**config.mk**
```make
export PLATFORM = sky130hd
export DESIGN_NAME = prog_loader_pit
export DESIGN_NICKNAME = d
export VERILOG_FILES = /design/src/rtl/prog_loader_pkg_pit.sv /design/src/rtl/prog_ram_pit.sv /design/src/rtl/prog_loader_pit.sv
export SDC_FILE = /design/constraint.sdc
export NUM_CORES = 1
export LEC_CHECK = 0
export CAP_MARGIN = 20
export CORE_MARGIN = 5
export CORE_UTILIZATION = 55
export CTS_CLUSTER_DIAMETER = 150
export CTS_CLUSTER_SIZE = 40
export DETAILED_ROUTE_END_ITERATION = 8
export GPL_ROUTABILITY_DRIVEN = 0
export PLACE_DENSITY_LB_ADDON = 0.1
export SLEW_MARGIN = 20
export SYNTH_ARGS = -nofsm -noshare
export SYNTH_HDL_FRONTEND = slang
export SYNTH_HIERARCHICAL = 1
export SYNTH_SLANG_ARGS = --single-unit
export TNS_END_PERCENT = 5
```
**constraint.sdc**
```tcl
create_clock -name clk -period 7.58 [get_ports clk]
set_input_delay 1.516 -clock clk [delete_from_list [all_inputs] [get_ports clk]]
set_output_delay 1.516 -clock clk [all_outputs]
set_load 0.02 [all_outputs]
```
**src/rtl/prog_loader_pkg_pit.sv**
```systemverilog
// Shared definitions for the program loader: FSM encoding, store depth and
// the fill values served to the processor for unloaded or data addresses.
package prog_loader_pkg_pit;

  typedef enum logic [1:0] {
    ST_IDLE = 2'd0,
    ST_LOAD = 2'd1,
    ST_RUN  = 2'd2,
    ST_ERR  = 2'd3
  } state_t;

  localparam int          PROG_DEPTH       = 128;
  localparam logic [7:0]  COUNT_MAX        = 8'(PROG_DEPTH);
  localparam logic [7:0]  OP_HLT           = 8'hF0;
  localparam logic [7:0]  DATA_REGION_FILL = 8'h00;

endpackage

```
**src/rtl/prog_ram_pit.sv**
```systemverilog
// 128x8 program store: one synchronous write port, one asynchronous read
// port, no reset (contents are hidden by the loader's count mask instead).
module prog_ram_pit
  import prog_loader_pkg_pit::*;
(
  input  logic       clk,
  input  logic       wr_en,
  input  logic [6:0] wr_addr,
  input  logic [7:0] wr_data,
  input  logic [6:0] rd_addr,
  output logic [7:0] rd_data
);

  logic [7:0] mem [PROG_DEPTH];

  // Write port: byte lands on the rising edge, so a same-cycle read sees old data.
  always_ff @(posedge clk) begin
    if (wr_en) mem[wr_addr] <= wr_data;
  end

  // Read port: combinational lookup.
  always_comb begin
    rd_data = mem[rd_addr];
  end

endmodule

```
**src/rtl/prog_loader_pit.sv**
```systemverilog
// Program loader: streams bytes into a 128x8 store, then releases the
// processor (cpu_run) to fetch them. Unloaded addresses read as HLT and the
// upper half of the address space reads as data-region fill.
//
// Handshake: a byte transfers on a rising clk edge exactly when in_valid and
// in_ready are both high. in_ready depends only on the FSM state (high in
// LOAD), never on in_valid; the source may hold in_valid low for any number
// of cycles and the loader simply waits.
module prog_loader_pit
  import prog_loader_pkg_pit::*;
(
  input  logic       clk,
  input  logic       rst,
  input  logic       load_start,
  input  logic       in_valid,
  input  logic [7:0] in_data,
  input  logic       in_last,
  output logic       in_ready,
  input  logic [7:0] cpu_addr,
  output logic [7:0] cpu_dout,
  output logic       cpu_run,
  output logic [7:0] load_count,
  output logic       load_done,
  output logic       err_overflow
);

  // state is kept as a named enum so checkers can bind to it directly.
  state_t     state;
  state_t     state_nx;
  logic       accept;
  logic       enter_load;
  logic       at_last_slot;
  logic [7:0] ram_rd;

  assign accept       = in_valid & in_ready;
  assign at_last_slot = (load_count == COUNT_MAX - 8'd1);
  assign enter_load   = (state != ST_LOAD) && (state_nx == ST_LOAD);

  // State register.
  always_ff @(posedge clk or posedge rst) begin
    if (rst) state <= ST_IDLE;
    else     state <= state_nx;
  end

  // Next-state and state-decoded outputs.
  always_comb begin
    state_nx = state;
    in_ready = 1'b0;
    cpu_run  = 1'b0;
    unique case (state)
      ST_IDLE: begin
        if (load_start) state_nx = ST_LOAD;
      end
      ST_LOAD: begin
        in_ready = 1'b1;
        // in_last wins even on the 128th byte: a full, terminated load is clean.
        if (accept) begin
          if (in_last)           state_nx = ST_RUN;
          else if (at_last_slot) state_nx = ST_ERR;
        end
      end
      ST_RUN: begin
        cpu_run = 1'b1;
        if (load_start) state_nx = ST_LOAD;
      end
      ST_ERR: begin
        if (load_start) state_nx = ST_LOAD;
      end
      default: state_nx = ST_IDLE;
    endcase
  end

  // Load counter and completion flags; cleared on every entry into LOAD.
  always_ff @(posedge clk or posedge rst) begin
    if (rst) begin
      load_count   <= 8'd0;
      load_done    <= 1'b0;
      err_overflow <= 1'b0;
    end else if (enter_load) begin
      load_count   <= 8'd0;
      load_done    <= 1'b0;
      err_overflow <= 1'b0;
    end else if (accept) begin
      if (load_count != COUNT_MAX) load_count <= load_count + 8'd1;
      if (in_last)           load_done    <= 1'b1;
      else if (at_last_slot) err_overflow <= 1'b1;
    end
  end

  // accept only occurs while load_count <= 127, so bits [6:0] address the store.
  prog_ram_pit u_ram (
    .clk     (clk),
    .wr_en   (accept),
    .wr_addr (load_count[6:0]),
    .wr_data (in_data),
    .rd_addr (cpu_addr[6:0]),
    .rd_data (ram_rd)
  );

  // Fetch masking: data region, loaded bytes, otherwise HLT.
  always_comb begin
    cpu_dout = OP_HLT;
    if (cpu_addr[7])                              cpu_dout = DATA_REGION_FILL;
    else if ({1'b0, cpu_addr[6:0]} < load_count)  cpu_dout = ram_rd;
  end

endmodule
```
# Word level (Yosys, flattened, before mapping)
# Memory sizes are Yosys's and may differ from the RTL's.
# Cells that the tools add are included.
[word_totals]
inputBits = 21
regBits = 12
mem_bits_rw = 1024
memories = 1
output_inout_bits = 20
wordCells = 47
[op_classes]
bitwise_logic = 1
n_reduce_logical = 10
muxes = 21
add_sub_neg = 1
order_cmp = 1
eq_ne = 8
[mem_list]
columns = ["name", "words", "width", "rd", "rd_ports_with_merged_regs", "write_ports", "line", "text"]
rows = [
  ["u_ram.mem", 128, 8, 1, 0, 1, "prog_ram_pit.sv:14", "logic [7:0] mem [PROG_DEPTH];"],
]
[op_table]
columns = ["op", "n"]
rows = [
  ["$mux 8", 5],
  ["$mux 1", 11],
  ["$add 8x1->8 const B", 1],
  ["$eq 8x7->1 const B", 1],
  ["$lt 7x8->1", 1],
  ["$mux 2", 4],
  ["$ne 8x8->1 const B", 1],
  ["$reduce_bool 2->1", 4],
  ["$eq 2x1->1 const B", 2],
  ["$eq 2x2->1 const B", 2],
  ["$ne 2x1->1 const B", 2],
  ["$pmux 2 s2", 1],
  ["$reduce_and 2->1", 2],
  ["$reduce_and 3->1", 1],
  ["$reduce_or 3->1", 1],
  ["$logic_not 2->1", 1],
  ["$and 1x1->1", 1],
  ["$logic_and 1x1->1", 1],
]

# Logic depth before layout (Yosys ltp)
[depth]
depth_word = 9
ltp_mapped = 9
ltp_nobuf = 6

# Hierarchy
# The synthesis kept the hierarchy.
[by_module_without_submodules]
columns = ["module", "seq_area_each_um2", "instances", "area_each_um2", "cells_each"]
rows = [
  ["prog_ram_pit", 30749.5, 1, 39505.4, 1627],
  ["prog_loader_pit", 300.3, 1, 853.3, 99],
]

# Worst setup path after synthesis
# OpenSTA, ideal clock, no wires.
[synth_timing]
path_type = "input to output"
start = "in cpu_addr[0]"
end = "out cpu_dout[0]"
n_path_buf = 2
required_time_ns = 6.064
arrival_time_ns = 4.095
setup_slack_ns = 1.969
stages = 7
path_cell_list = "clkbuf_1 -> buf_1 -> mux4_2 -> mux4_2 -> mux4_2 -> mux2_2 -> nor3b_1"
[synth_via]
elab_chain_cells = 3
elab_cells_between_ends = 4
cone_classes = "1 x order compare; 2 x mux; 1 x memory"
[synth_lines]
columns = ["element", "line", "text"]
rows = [
  ["start, declared", "prog_loader_pit.sv:19", "input logic [7:0] cpu_addr,"],
  ["$mem_v2 128x8", "n/a", ""],
  ["net ram_rd[0]", "prog_loader_pit.sv:33", "logic [7:0] ram_rd;"],
  ["$mux 8", "prog_loader_pit.sv:104", "else if ({1'b0, cpu_addr[6:0]} < load_count) cpu_dout = ram_rd;"],
  ["$mux 8", "prog_loader_pit.sv:103", "if (cpu_addr[7]) cpu_dout = DATA_REGION_FILL;"],
  ["end, declared", "prog_loader_pit.sv:20", "output logic [7:0] cpu_dout,"],
]
# The timed path passes the listed nets, and every way through them passes these cells.

# Worst setup path in the final report
[layout_timing]
start = "in cpu_addr[0]"
end = "out cpu_dout[4]"
# The elaborated chain is that of the path after synthesis.

==> metrics.yaml <==
synthesis:
  synth.cell_area_um2: 40400
  synth_edf_count: 1024
  synthDistinctLibCells: 36
  synth_async_sr_flop_share: 0.0116
  syn-num-nets: 1755
  synth_top_flop_cell: "edfxtp_1"
  synth_area_per_cell_um2: 23.4
  yosysWarningCount: 6
  yosys-top-cells-area: "edfxtp_1 (76%), mux4_2 (19%), nor2_1 (1.2%)"
  ys_ff_latch: 1036
  yosysSeqAreaShare: 0.769
  netlist_instances: 1726
  synth_area_leader_cell: "edfxtp_1"
  yosysTopAreaCellShare: 0.762
finish:
  nets: 1788
  fin_cells: 2731
  syn_to_final_growth_pct: 6.35
  final_layout_size_suffix_gt1_frac: 0.256
  fillers: 5172
clock_tree:
  cts_resized: 0
  clk_pin_slew_ns: 0.14
  cts_sinks: 1036
  cts_buffers: 29
  cts_buffer_depth: 3
  cts_tree: "done"
  cts-root-buf: "clkbuf_16"
  clk_latency_ns: 0.67
  htreeDepth: 1
  cts_setup_buffers: 0
  hold_buffers: 0
route:
  drc: 0
  via_count: 18257
  via_per_inst: 6.69
  drt_wl_total_um: 93900
  drt_iter0_drc: 2144
  detailedRoute.firstPassIterationCount: 8
  wl_per_cell_um: 34.4
  antenna_left: 0
critical_path:
  crit_start: "cpu_addr[0]"
  worstPathCellList: "buf_8 -> buf_12 -> buf_4 -> mux4_2 -> mux4_2 -> mux4_2 -> mux2_2 -> inv_1 -> a21oi_1 -> clkdlybuf4s50_1"
  end_kind: "primary output"
  crit_arrival_ns: 5.13
  path_common_cell: "mux4_2"
  crit_end: "cpu_dout[4]"
  crit_type: "in2out"
  crit_family: "multiplexers"
  critical-path-max-stage-delay_ns: 0.60
  rrSetupSlack_ns: 3.97
  timing.rr.start: "load_count[0]$_DFFE_PP0P_"
  start_kind: "input port"
  worstPathRequired_ns: 6.06
  cp_slowest_cell: "clkdlybuf4s50_1"
  worstReg2RegEnd: "u_ram/mem[115][7]$_DFFE_PP_"
  path_max_fanout: 38
  worst-path-stages: 10
  ff2ff_path_depth: 3
  cp.buffers_inverters: 5
pwr:
  peakVddDrop_mv: 0.202
  p_leak_nw: 12.7
  power.density_nw_per_um2: 220
sta:
  slew_viol_final: 0
  tightest_slew_ns: 1.19
  finalCritPeriodShare: 0.877
  min_period_ns: 6.64
  max_freq_mhz: 151
  fin_skew_ns: 0.0172
  tns_ns: 0
  finalSetupViolCount: 0
  slew_headroom: 0.202
  rsz0062_at_grt: "false"
  finalHoldViolCount: 0
global_route:
  grt_start_max_net_pins: 105
  grt_usage: 0.240
  grt_pass1_vias: 18281
  grt_overflow_total: 0
  grt_pass1_wl_um: 136000
  antenna_found_initial: 0
floorplanning:
  fp-row-count: 99
  fp.coreArea_um2: 72800
  start_util: 0.554
  fp.dieArea_um2: 78900
  io_pins: 41
  dieWidth_um: 281
  fp.dieH_um: 281
flow_run:
  cap_violations: 0
run_status:
  status: "finished, final reports clean"
place:
  dp_hpwl_um: 58900
  numPlacedInstances: 2687
  portBuffers: 40
hold_path:
  min_path_type: "reg2reg"
==> cell families after synthesis <==
logic type	synth area share
simple gates	0.0229
xor+xnor	0.000651
fa+ha+maj	0.00248
compound gates	0.00329
mux	0.190
flops	0.769
buf+inv	0.0113
==> worst register-to-register path, delay by kind of cell, from the launching register on <==
kind          cells  cell delay, ns
simple gates      2            1.69
buf+inv           1            0.49
flops             1            1.07
==> where the power goes <==
group | switching (mW) | internal (mW)
clock | 1.55 | 0.754
sequential | 0.0593 | 6.32
combinational | 0.476 | 0.299
total | 2.09 | 7.38
==> registers in the layout, indices dropped and copies added, names as in the netlist <==
signal / cells
u_ram/mem: 1024
load_done: 1
state: 2
load_count: 8
err_overflow: 1
==> placed cells by master (no fill, tap or decap), types with 3 or more instances in the layout <==
| master | instances |
|---|---|
| dfrtp_1 | 12 |
| clkdlybuf4s50_1 | 28 |
| xnor2_1 | 3 |
| nor2_1 | 123 |
| nor2b_1 | 9 |
| nand2_1 | 22 |
| mux4_2 | 336 |
| ha_1 | 8 |
| edfxtp_1 | 1024 |
| clkbuf_1 | 12 |
| or3_1 | 3 |
| nor2_2 | 6 |
| o31ai_1 | 3 |
| nor3_2 | 4 |
| mux2_2 | 8 |
| nand3_1 | 15 |
| nand4_1 | 4 |
| a21oi_1 | 10 |
| nor3_1 | 7 |
| clkbuf_16 | 29 |
| inv_1 | 14 |
| nor3b_1 | 4 |
| buf_4 | 51 |
| nand2b_1 | 3 |
| buf_12 | 10 |
==> cell type report <==
class | instances | area (um2) | area share
antenna | 2 | 5.00 | 0.000117
clock buffer | 41 | 771 | 0.0180
clock inverter | 1 | 30.0 | 0.000700
inverter | 14 | 52.6 | 0.00122
multi-input combinational | 586 | 8910 | 0.208
sequential | 1036 | 31000 | 0.723
tap | 959 | 1200 | 0.0280
timing repair buffer | 92 | 905 | 0.0211
==> worst min-delay path by stage <==
stage	startpoint	depth (start not counted)	slack, ns	to
after floorplan	state[1]$_DFF_PP0_	2	0.48	state[1]$_DFF_PP0_
after global placement	load_done$_DFFE_PP0P_	1	0.46	load_done$_DFFE_PP0P_
after detailed placement	load_done$_DFFE_PP0P_	1	0.47	load_done$_DFFE_PP0P_
after CTS	load_done$_DFFE_PP0P_	1	0.51	load_done$_DFFE_PP0P_
after global routing	load_done$_DFFE_PP0P_	1	0.52	load_done$_DFFE_PP0P_
final	load_done$_DFFE_PP0P_	1	0.51	load_done$_DFFE_PP0P_
==> through the flow <==
stage / hold WS [ns] / util / worst slack (ns) / power [mW] / cell area, um2
CTS: 0.506 / 0.589 / 0.866 / 9.51 / 42900
global placement: 0.463 / 0.578 / 0.876 / 7.27 / 42100
detailed placement: 0.473 / 0.578 / 0.868 / 7.29 / 42100
global route: 0.522 / 0.589 / 0.760 / 9.75 / 42900
finish: 0.511 / 0.589 / 0.936 / 9.46 / 42900
floorplan: 0.485 / - / 1.97 / 6.91 / 40400
==> cell usage after synthesis (all sizes together), types with 2 or more instances <==
cell / n
buf: 46
dfrtp: 12
nor3b: 4
o21ai: 2
edfxtp: 1024
inv: 14
clkbuf: 44
nor2: 129
mux4: 336
xnor2: 3
nor3: 13
mux2: 8
ha: 8
nand2: 22
nor2b: 9
a21o: 2
nand3: 15
or3: 3
a21oi: 10
o31ai: 4
nand4: 5
nand2b: 3
and3: 2
==> metal layers <==
| layer | GRT usage | vias up | routed length [um] |
|---|---|---|---|
| met3 | 0.0284 | 92 | 6700 |
| met4 | 0.0441 | 0 | 2170 |
| li1 | - | 7320 | - |
| met2 | 0.386 | 802 | 46300 |
| met5 | 0 | - | 0 |
| met1 | 0.370 | 10043 | 38800 |
Note: power is estimated with default switching activity, not from simulation.
